===== src/rtl/load_store_unit_pkg.sv =====
// Shared definitions for the RV32I load/store unit: funct3 encodings,
// FSM state encoding and the access-size decode helper.
package load_store_unit_pkg;

    localparam logic [2:0] LSU_F3_LB  = 3'b000;
    localparam logic [2:0] LSU_F3_LH  = 3'b001;
    localparam logic [2:0] LSU_F3_LW  = 3'b010;
    localparam logic [2:0] LSU_F3_LBU = 3'b100;
    localparam logic [2:0] LSU_F3_LHU = 3'b101;
    localparam logic [2:0] LSU_F3_SB  = 3'b000;
    localparam logic [2:0] LSU_F3_SH  = 3'b001;
    localparam logic [2:0] LSU_F3_SW  = 3'b010;

    typedef enum logic [1:0] {
        LSU_IDLE  = 2'd0,
        LSU_ISSUE = 2'd1,
        LSU_WAIT  = 2'd2,
        LSU_RESP  = 2'd3
    } lsu_state_e;

    typedef enum logic [1:0] {
        SIZE_BYTE = 2'd0,
        SIZE_HALF = 2'd1,
        SIZE_WORD = 2'd2
    } access_size_e;

    // Unrecognised funct3 values fall back to a word access.
    function automatic access_size_e access_size(input logic is_store, input logic [2:0] funct3);
        access_size_e size;
        size = SIZE_WORD;
        if (is_store) begin
            case (funct3)
                LSU_F3_SB: size = SIZE_BYTE;
                LSU_F3_SH: size = SIZE_HALF;
                LSU_F3_SW: size = SIZE_WORD;
                default:   size = SIZE_WORD;
            endcase
        end else begin
            case (funct3)
                LSU_F3_LB, LSU_F3_LBU: size = SIZE_BYTE;
                LSU_F3_LH, LSU_F3_LHU: size = SIZE_HALF;
                LSU_F3_LW:             size = SIZE_WORD;
                default:               size = SIZE_WORD;
            endcase
        end
        return size;
    endfunction

endpackage


===== src/rtl/lsu_load_align.sv =====
// Combinational load lane selection and sign/zero extension for RV32I loads.
module lsu_load_align
    import load_store_unit_pkg::*;
(
    input  logic [31:0] word,
    input  logic [1:0]  offset,
    input  logic [2:0]  funct3,
    output logic [31:0] value
);

    access_size_e size;
    logic [31:0]  byte_shift;
    logic [31:0]  half_shift;
    logic         sign_ext;

    assign size       = access_size(1'b0, funct3);
    assign byte_shift = word >> {offset, 3'b000};
    // Halfword lane comes from addr[1] alone; addr[0] never moves the lane.
    assign half_shift = word >> {offset[1], 4'b0000};
    assign sign_ext   = (funct3 == LSU_F3_LB) || (funct3 == LSU_F3_LH);

    // NOTE: value gets a default first so no path through the case can infer a latch.
    always_comb begin
        value = word;
        case (size)
            SIZE_BYTE: value = sign_ext ? {{24{byte_shift[7]}}, byte_shift[7:0]}
                                        : {24'b0, byte_shift[7:0]};
            SIZE_HALF: value = sign_ext ? {{16{half_shift[15]}}, half_shift[15:0]}
                                        : {16'b0, half_shift[15:0]};
            default:   value = word;
        endcase
    end

endmodule


===== src/rtl/load_store_unit.sv =====
// RV32I load/store unit: one outstanding access between execute and the memory arbiter.
// Optional feature macro: LSU_MISALIGN_TRAP_EN (trap misaligned half/word accesses).
module load_store_unit
    import load_store_unit_pkg::*;
#(
    parameter int ADDR_WIDTH = 32,
    parameter int DATA_WIDTH = 32
) (
    input  logic                  CLK,
    input  logic                  RST,
    input  logic                  req_valid,
    output logic                  req_ready,
    input  logic                  req_is_store,
    input  logic [2:0]            req_funct3,
    input  logic [ADDR_WIDTH-1:0] req_addr,
    input  logic [DATA_WIDTH-1:0] req_wdata,
    input  logic [4:0]            req_rd,
    output logic                  resp_valid,
    input  logic                  resp_ready,
    output logic [DATA_WIDTH-1:0] resp_data,
    output logic [4:0]            resp_rd,
    output logic                  resp_misaligned,
    output logic                  ls_valid,
    input  logic                  ls_ready,
    output logic [ADDR_WIDTH-1:0] ls_addr,
    output logic                  ls_is_write,
    output logic [3:0]            ls_strobe,
    output logic [DATA_WIDTH-1:0] ls_wdata,
    input  logic                  ls_result_valid,
    output logic                  ls_result_ready,
    input  logic [DATA_WIDTH-1:0] ls_load_data
);

    lsu_state_e            state_q, state_d;
    logic                  is_store_q;
    logic [2:0]            funct3_q;
    logic [ADDR_WIDTH-1:0] addr_q;
    logic [DATA_WIDTH-1:0] wdata_q;
    logic [4:0]            rd_q;
    logic [DATA_WIDTH-1:0] resp_data_q;
    logic [DATA_WIDTH-1:0] load_value;
    logic [3:0]            strobe_d;
    logic [DATA_WIDTH-1:0] wdata_d;
    access_size_e          size_q;
    logic                  req_fault;
    logic                  accept;
    logic                  capture;

`ifdef LSU_MISALIGN_TRAP_EN
    access_size_e req_size;
    logic         resp_mis_q;

    assign req_size  = access_size(req_is_store, req_funct3);
    assign req_fault = ((req_size == SIZE_HALF) && req_addr[0]) ||
                       ((req_size == SIZE_WORD) && (req_addr[1:0] != 2'b00));
    assign resp_misaligned = resp_mis_q;
`else
    assign req_fault       = 1'b0;
    assign resp_misaligned = 1'b0;
`endif

    assign accept  = req_valid && req_ready;
    assign capture = ls_result_valid && ls_result_ready;
    assign size_q  = access_size(is_store_q, funct3_q);

    always_comb begin
        state_d         = state_q;
        req_ready       = 1'b0;
        ls_valid        = 1'b0;
        ls_result_ready = 1'b0;
        resp_valid      = 1'b0;
        case (state_q)
            LSU_IDLE: begin
                req_ready = 1'b1;
                if (req_valid) state_d = req_fault ? LSU_RESP : LSU_ISSUE;
            end
            LSU_ISSUE: begin
                ls_valid = 1'b1;
                if (ls_ready) state_d = LSU_WAIT;
            end
            LSU_WAIT: begin
                ls_result_ready = 1'b1;
                if (ls_result_valid) state_d = LSU_RESP;
            end
            LSU_RESP: begin
                resp_valid = 1'b1;
                if (resp_ready) state_d = LSU_IDLE;
            end
            default: state_d = LSU_IDLE;
        endcase
    end

    // NOTE: sequential state uses non-blocking assignments so every flop samples pre-edge values.
    always_ff @(posedge CLK or posedge RST) begin
        if (RST) state_q <= LSU_IDLE;
        else     state_q <= state_d;
    end

    always_ff @(posedge CLK or posedge RST) begin
        if (RST) begin
            is_store_q  <= 1'b0;
            funct3_q    <= 3'b000;
            addr_q      <= '0;
            wdata_q     <= '0;
            rd_q        <= 5'd0;
            resp_data_q <= '0;
`ifdef LSU_MISALIGN_TRAP_EN
            resp_mis_q  <= 1'b0;
`endif
        end else if (accept) begin
            is_store_q <= req_is_store;
            funct3_q   <= req_funct3;
            addr_q     <= req_addr;
            wdata_q    <= req_wdata;
            rd_q       <= req_rd;
`ifdef LSU_MISALIGN_TRAP_EN
            resp_mis_q <= req_fault;
            if (req_fault) resp_data_q <= DATA_WIDTH'(req_addr);
`endif
        end else if (capture) begin
            resp_data_q <= is_store_q ? '0 : load_value;
        end
    end

    lsu_load_align u_load_align (
        .word   (ls_load_data),
        .offset (addr_q[1:0]),
        .funct3 (funct3_q),
        .value  (load_value)
    );

    always_comb begin
        strobe_d = 4'b0000;
        wdata_d  = '0;
        if (is_store_q) begin
            case (size_q)
                SIZE_BYTE: begin
                    strobe_d = 4'b0001 << addr_q[1:0];
                    wdata_d  = {4{wdata_q[7:0]}};
                end
                SIZE_HALF: begin
                    strobe_d = 4'b0011 << {addr_q[1], 1'b0};
                    wdata_d  = {2{wdata_q[15:0]}};
                end
                default: begin
                    strobe_d = 4'b1111;
                    wdata_d  = wdata_q;
                end
            endcase
        end
    end

    // Arbiter-facing fields are driven only while a request is being offered.
    assign ls_addr     = ls_valid ? {addr_q[ADDR_WIDTH-1:2], 2'b00} : '0;
    assign ls_is_write = ls_valid && is_store_q;
    assign ls_strobe   = ls_valid ? strobe_d : 4'b0000;
    assign ls_wdata    = ls_valid ? wdata_d : '0;

    assign resp_data = resp_data_q;
    assign resp_rd   = rd_q;

endmodule


===== config.mk =====
export PLATFORM = sky130hd
export DESIGN_NAME = load_store_unit
export DESIGN_NICKNAME = d
export VERILOG_FILES = /design/src/rtl/load_store_unit_pkg.sv /design/src/rtl/lsu_load_align.sv /design/src/rtl/load_store_unit.sv
export SDC_FILE = /design/constraint.sdc
export NUM_CORES = 1
export LEC_CHECK = 0
export CAP_MARGIN = 20
export CORE_ASPECT_RATIO = 0.75
export CORE_UTILIZATION = 50
export CTS_CLUSTER_DIAMETER = 100
export DETAILED_ROUTE_END_ITERATION = 16
export DONT_BUFFER_PORTS = 1
export MAX_ROUTING_LAYER = met4
export PLACE_DENSITY = 0.73
export SLEW_MARGIN = 5
export SYNTH_ARGS = -nofsm -noshare
export SYNTH_HDL_FRONTEND = slang
export SYNTH_SLANG_ARGS = --single-unit

===== constraint.sdc =====
create_clock -name CLK -period 7.7 [get_ports CLK]
set_input_delay 0.77 -clock CLK [delete_from_list [all_inputs] [get_ports CLK]]
set_output_delay 0.77 -clock CLK [all_outputs]
set_load 0.1 [all_outputs]

# ---- Word-level counts from Yosys, hierarchy flattened
# Cells that the tools add are included.
dict set report op_classes {
  n_mux 23
  n_bitwise 1
  n_shift 4
  eq_ne 12
  reduce_logical 12
}
# cell count
set ops {}
lappend ops {{2-to-1 mux 32 bit} 6}
lappend ops {{case mux 32 bit (2 select lines)} 2}
lappend ops {{right shift 32 x 5 -> 16 bit} 1}
lappend ops {{right shift 32 x 5 -> 8 bit} 1}
lappend ops {{2-to-1 mux 2 bit} 5}
lappend ops {{2-to-1 mux 4 bit} 2}
lappend ops {{!= test 2 bit, second input constant} 4}
lappend ops {{case mux 2 bit (2 select lines)} 2}
lappend ops {{case mux 2 bit (4 select lines)} 1}
lappend ops {{case mux 4 bit (2 select lines)} 1}
lappend ops {{equality test 2 x 1 -> 1 bit, second input constant} 3}
lappend ops {{equality test 3 bit, second input constant} 2}
lappend ops {{zero test 2 bit} 3}
lappend ops {{equality test 2 bit, second input constant} 2}
lappend ops {{2-to-1 mux 1 bit} 4}
lappend ops {{AND reduction 4 bit} 1}
lappend ops {{OR reduction 2 bit} 2}
lappend ops {{left shift 1 x 2 -> 4 bit, first input constant} 1}
lappend ops {{left shift 2 x 2 -> 4 bit, first input constant} 1}
lappend ops {{equality test 3 x 1 -> 1 bit, second input constant} 1}
lappend ops {{logical AND 1 bit} 3}
lappend ops {{zero test 3 bit} 1}
lappend ops {{AND reduction 2 bit} 1}
lappend ops {{logical OR 1 bit} 1}
lappend ops {{NOT 1 bit} 1}
dict set report word_totals {
  wordCells 59
  ff_bits 107
}

# ---- Logic depth before layout (Yosys ltp)
dict set report logic_depth {
  depth_word 8
  ltp_mapped 8
}

# ---- By module
# Synthesis repeated with hierarchy kept, for this count alone.
dict set report unflattened {
  cells_unflattened 540
  hier_area_um2 5865.6
}
# module cells_per_inst instances seq_area_each_um2 area_per_inst_um2
set modules_own_cells {}
lappend modules_own_cells {load_store_unit 418 1 2677.6 5192.5}
lappend modules_own_cells {lsu_load_align 122 1 0.0 673.1}

# ---- Least setup slack after synthesis
# No wires, ideal clock.
dict set report synth_timing {
  path_type {flip-flop to output port}
  from {register state_q[1]}
  to {output ls_wdata[30]}
  slack_ns 2.759
  path_buffers 1
  t_arrival_ns 4.171
  stages_incl_launch_ff 6
  t_required_ns 6.930
  cell_sequence {dfrtp_1 inv_1 ha_1 nand2_1 clkbuf_1 a211oi_1}
}
dict set report synth_between {
  elab_chain_cells 3
}
# element line
set synth_rtl {}
lappend synth_rtl {{from (decl)} load_store_unit.sv:34} ;# lsu_state_e state_q, state_d;
lappend synth_rtl {{from (signal assigned)} load_store_unit.sv:96} ;# else state_q <= state_d;
lappend synth_rtl {{equality test 2 x 1 -> 1 bit} load_store_unit.sv:72} ;# case (state_q)
lappend synth_rtl {{2-to-1 mux 1 bit} load_store_unit.sv:72}
lappend synth_rtl {{via ls_valid} load_store_unit.sv:23} ;# output logic ls_valid,
lappend synth_rtl {{2-to-1 mux 32 bit} load_store_unit.sv:157} ;# assign ls_wdata = ls_valid ? wdata_d : '0;
lappend synth_rtl {{to (decl)} load_store_unit.sv:28} ;# output logic [DATA_WIDTH-1:0] ls_wdata,
# The timed path passes the listed nets, and every way through them passes these cells.

# ---- Worst setup path after layout
dict set report layout_timing {
  from {register state_q[1]}
  to {output ls_strobe[0]}
}
dict set report layout_between {
  elab_chain_cells 3
}
# element line
set layout_rtl {}
lappend layout_rtl {{equality test 2 x 1 -> 1 bit} load_store_unit.sv:72}
lappend layout_rtl {{2-to-1 mux 1 bit} load_store_unit.sv:72}
lappend layout_rtl {{2-to-1 mux 4 bit} load_store_unit.sv:156} ;# assign ls_strobe = ls_valid ? strobe_d : 4'b0000;
lappend layout_rtl {{to (decl)} load_store_unit.sv:27} ;# output logic [3:0] ls_strobe,
# No other way between the ends.

==> results.sh <==
export IMPL_fmax_ghz=0.2072
export IMPL_finalHoldViolations=0
export IMPL_antenna_found_initial=0
export IMPL_holdWs_ps=266.7
export IMPL_synth_cell_type_count=38
export IMPL_place_port_buffers=0
export IMPL_synth_top_cell_area_share_pct=50.05
export IMPL_r2r_end="resp_data[13]"
export IMPL_rows=32
export IMPL_die_h_um=91.59
export IMPL_synth_top_area_cell="dfrtp_1"
export IMPL_cts_hold_buf=0
export IMPL_cts_tree="built"
export IMPL_mostFrequentLayoutCells="dfrtp_1, mux2_2, nand2_1, and2_1, nand2b_1"
export IMPL_core_area_sq_mm=0.01033
export IMPL_nFillCells=811
export IMPL_globalplace_congestion=0.8173
export IMPL_cts_sink_count=107
export IMPL_root_buffer="clkbuf_16"
export IMPL_drtAntennaViolNets=0
export IMPL_yosys_warnings=0
export IMPL_wirelength_um=13100
export IMPL_setup_tns_final_ps=0
export IMPL_synth_seq_cells=107
export IMPL_cts_setup_buffers=0
export IMPL_drc=0
export IMPL_first_global_vias=3751
export IMPL_cts_repair_resized=0
export IMPL_area_delta_synth_final_pct=16.88
export IMPL_r2r_cells=8
export IMPL_start_kind="flip-flop"
export IMPL_clkTransAtPathRegs_ps=70
export IMPL_maxCapViolations=0
export IMPL_critPathCaptureType="primary output"
export IMPL_outcome="finished, final reports clean"
export IMPL_setup_viol=0
export IMPL_start_util_pct=51.79
export IMPL_min_period_ps=4827
export IMPL_diodes=0
export IMPL_vias_per_cell=6.106
export IMPL_hp_class="in2async"
export IMPL_synth_avg_cell_area_sq_um=11.15
export IMPL_cts_buffers=9
export IMPL_h_tree_depth=3
export IMPL_grt_max_degree=82
export IMPL_nets=589
export IMPL_first_pass_iters=5
export IMPL_finalCritPeriodShare_pct=62.68
export IMPL_cp_max_fo=41
export IMPL_num_vias=3755
export IMPL_critPathKind="reg2out"
export IMPL_pre_cts_slack_ps=3205
export IMPL_rr_startpoint="state_q[0]"
export IMPL_rsz0062_at_grt="no"
export IMPL_yosysSeqAreaShare_pct=50.05
export IMPL_initialDrtViolationCount=259
export IMPL_clock_path_buffers=2
export IMPL_worst_skew_pair_late_latency_ps=340
export IMPL_synth_cells=480
export IMPL_skew_ps=7.412
export IMPL_gr_total_overflow=0
export IMPL_slew_headroom_pct=19.86
export IMPL_worst_slack_ps=2873
export IMPL_netlist_area_sq_mm=0.005350
export IMPL_ys_top_cells_by_area="dfrtp_1, mux2_2, a32o_1"
export IMPL_final_common_cell="dfrtp_1"
export IMPL_tightestPinTransition_ps=1203
export IMPL_grtUsageTotal_pct=24.39
export IMPL_worstPathRequired_ps=6930
export IMPL_maxSlewViolCount=0
export IMPL_drive_gt1_share_pct=30.69
export IMPL_num_io_pins=222
export IMPL_hpwlAfterDp_um=9543
export IMPL_regToRegSetupSlack_ps=3930
export IMPL_wl_per_cell_um=21.31
export IMPL_grt_pass1_wl_um=20240
export IMPL_crit_arrival_ps=4060
export IMPL_fp_dieW_um=121.4
export IMPL_die_area_sq_mm=0.01112
-- through the flow --
stage                     cell area, sq um  util (%)  cells
after floorplan                       5358         -    482
after global routing                  6254     60.54    615
after detailed placement              5892     57.04    597
after global placement                5602     54.23    586
after CTS                             6201     60.03    613
final                                 6254     60.54    615
-- logic make-up (layout without fill, tap and decap cells) --
group	count (synthesis)	count (layout)	synth area share (%)
and+or+nand+nor	140	140	12.98
DFF	107	107	50.05
muxes	91	91	19.08
AOI/OAI and AO/OA	89	89	13.10
buffers and inverters	48	45	3.788
adders and majority gates	4	4	0.9355
other	1	3	0.07009
-- flip-flops by register name (all words and copies together) (netlist names) --
signal,count
state_q,2
is_store_q,1
addr_q,32
funct3_q,3
resp_rd,5
resp_data,32
wdata_q,32
-- how the worst max path moves through the flow --
stage                              end  startpoint  slack [ps]
after detailed placement  ls_strobe[0]  state_q[1]        3200
after CTS                 ls_strobe[0]  state_q[1]        2830
after floorplan           ls_wdata[30]  state_q[1]        2760
final                     ls_strobe[0]  state_q[1]        2870
after global routing      ls_strobe[0]  state_q[1]        2680
after global placement    ls_strobe[0]  state_q[1]        3290
-- worst max-delay path, stage by stage (launching register included) --
cell	delay [ps]
dfrtp_1	410
inv_1	90
ha_2	160
buf_4	470
nand2_2	700
inv_1	920
o31a_1	930
-- synth_stat cells (all sizes together) --
| library cell | n |
|---|---|
| dfrtp | 107 |
| mux2 | 78 |
| nand2 | 52 |
| and2 | 30 |
| clkbuf | 29 |
| nand2b | 26 |
| a32o | 25 |
| a21oi | 20 |
| nor2 | 20 |
| mux2i | 12 |
| inv | 11 |
| a211oi | 8 |
| and3 | 8 |
| buf | 8 |
| o22ai | 8 |
| o21ai | 7 |
| a221o | 5 |
| o31ai | 5 |
| ha | 4 |
| o21bai | 2 |
| o22a | 2 |
| o41ai | 2 |
| a21o | 1 |
| a221oi | 1 |
| a31oi | 1 |
| conb | 1 |
| mux4 | 1 |
| nand3 | 1 |
| nor2b | 1 |
| nor3 | 1 |
| nor3b | 1 |
| o31a | 1 |
| o32a | 1 |
-- layer usage --
| metal | GRT usage [%] | up-vias | share of wire, % |
|---|---|---|---|
| met1 | 31.82 | 1906 | 43 |
| met3 | 7.098 | 8 | 7.3 |
| met4 | 4.938 | 0 | 0.76 |
| met5 | - | - | 0 |
| met2 | 37.78 | 163 | 49 |
| li1 | - | 1678 | - |
-- area by class of cell --
cell class                      count  area [sq um]  area share [%]
Sequential cell                   107          2678           42.82
Multi-Input combinational cell    327          2673           42.74
Timing Repair Buffer               18         380.4           6.082
Clock buffer                       10         239.0           3.822
Tap cell                          136         170.2           2.721
Clock inverter                      6         70.07           1.120
Inverter                           11         43.79          0.7003
Power is not shown: default switching activity piles up to over one toggle a cycle in this logic, so the estimate is an artifact.
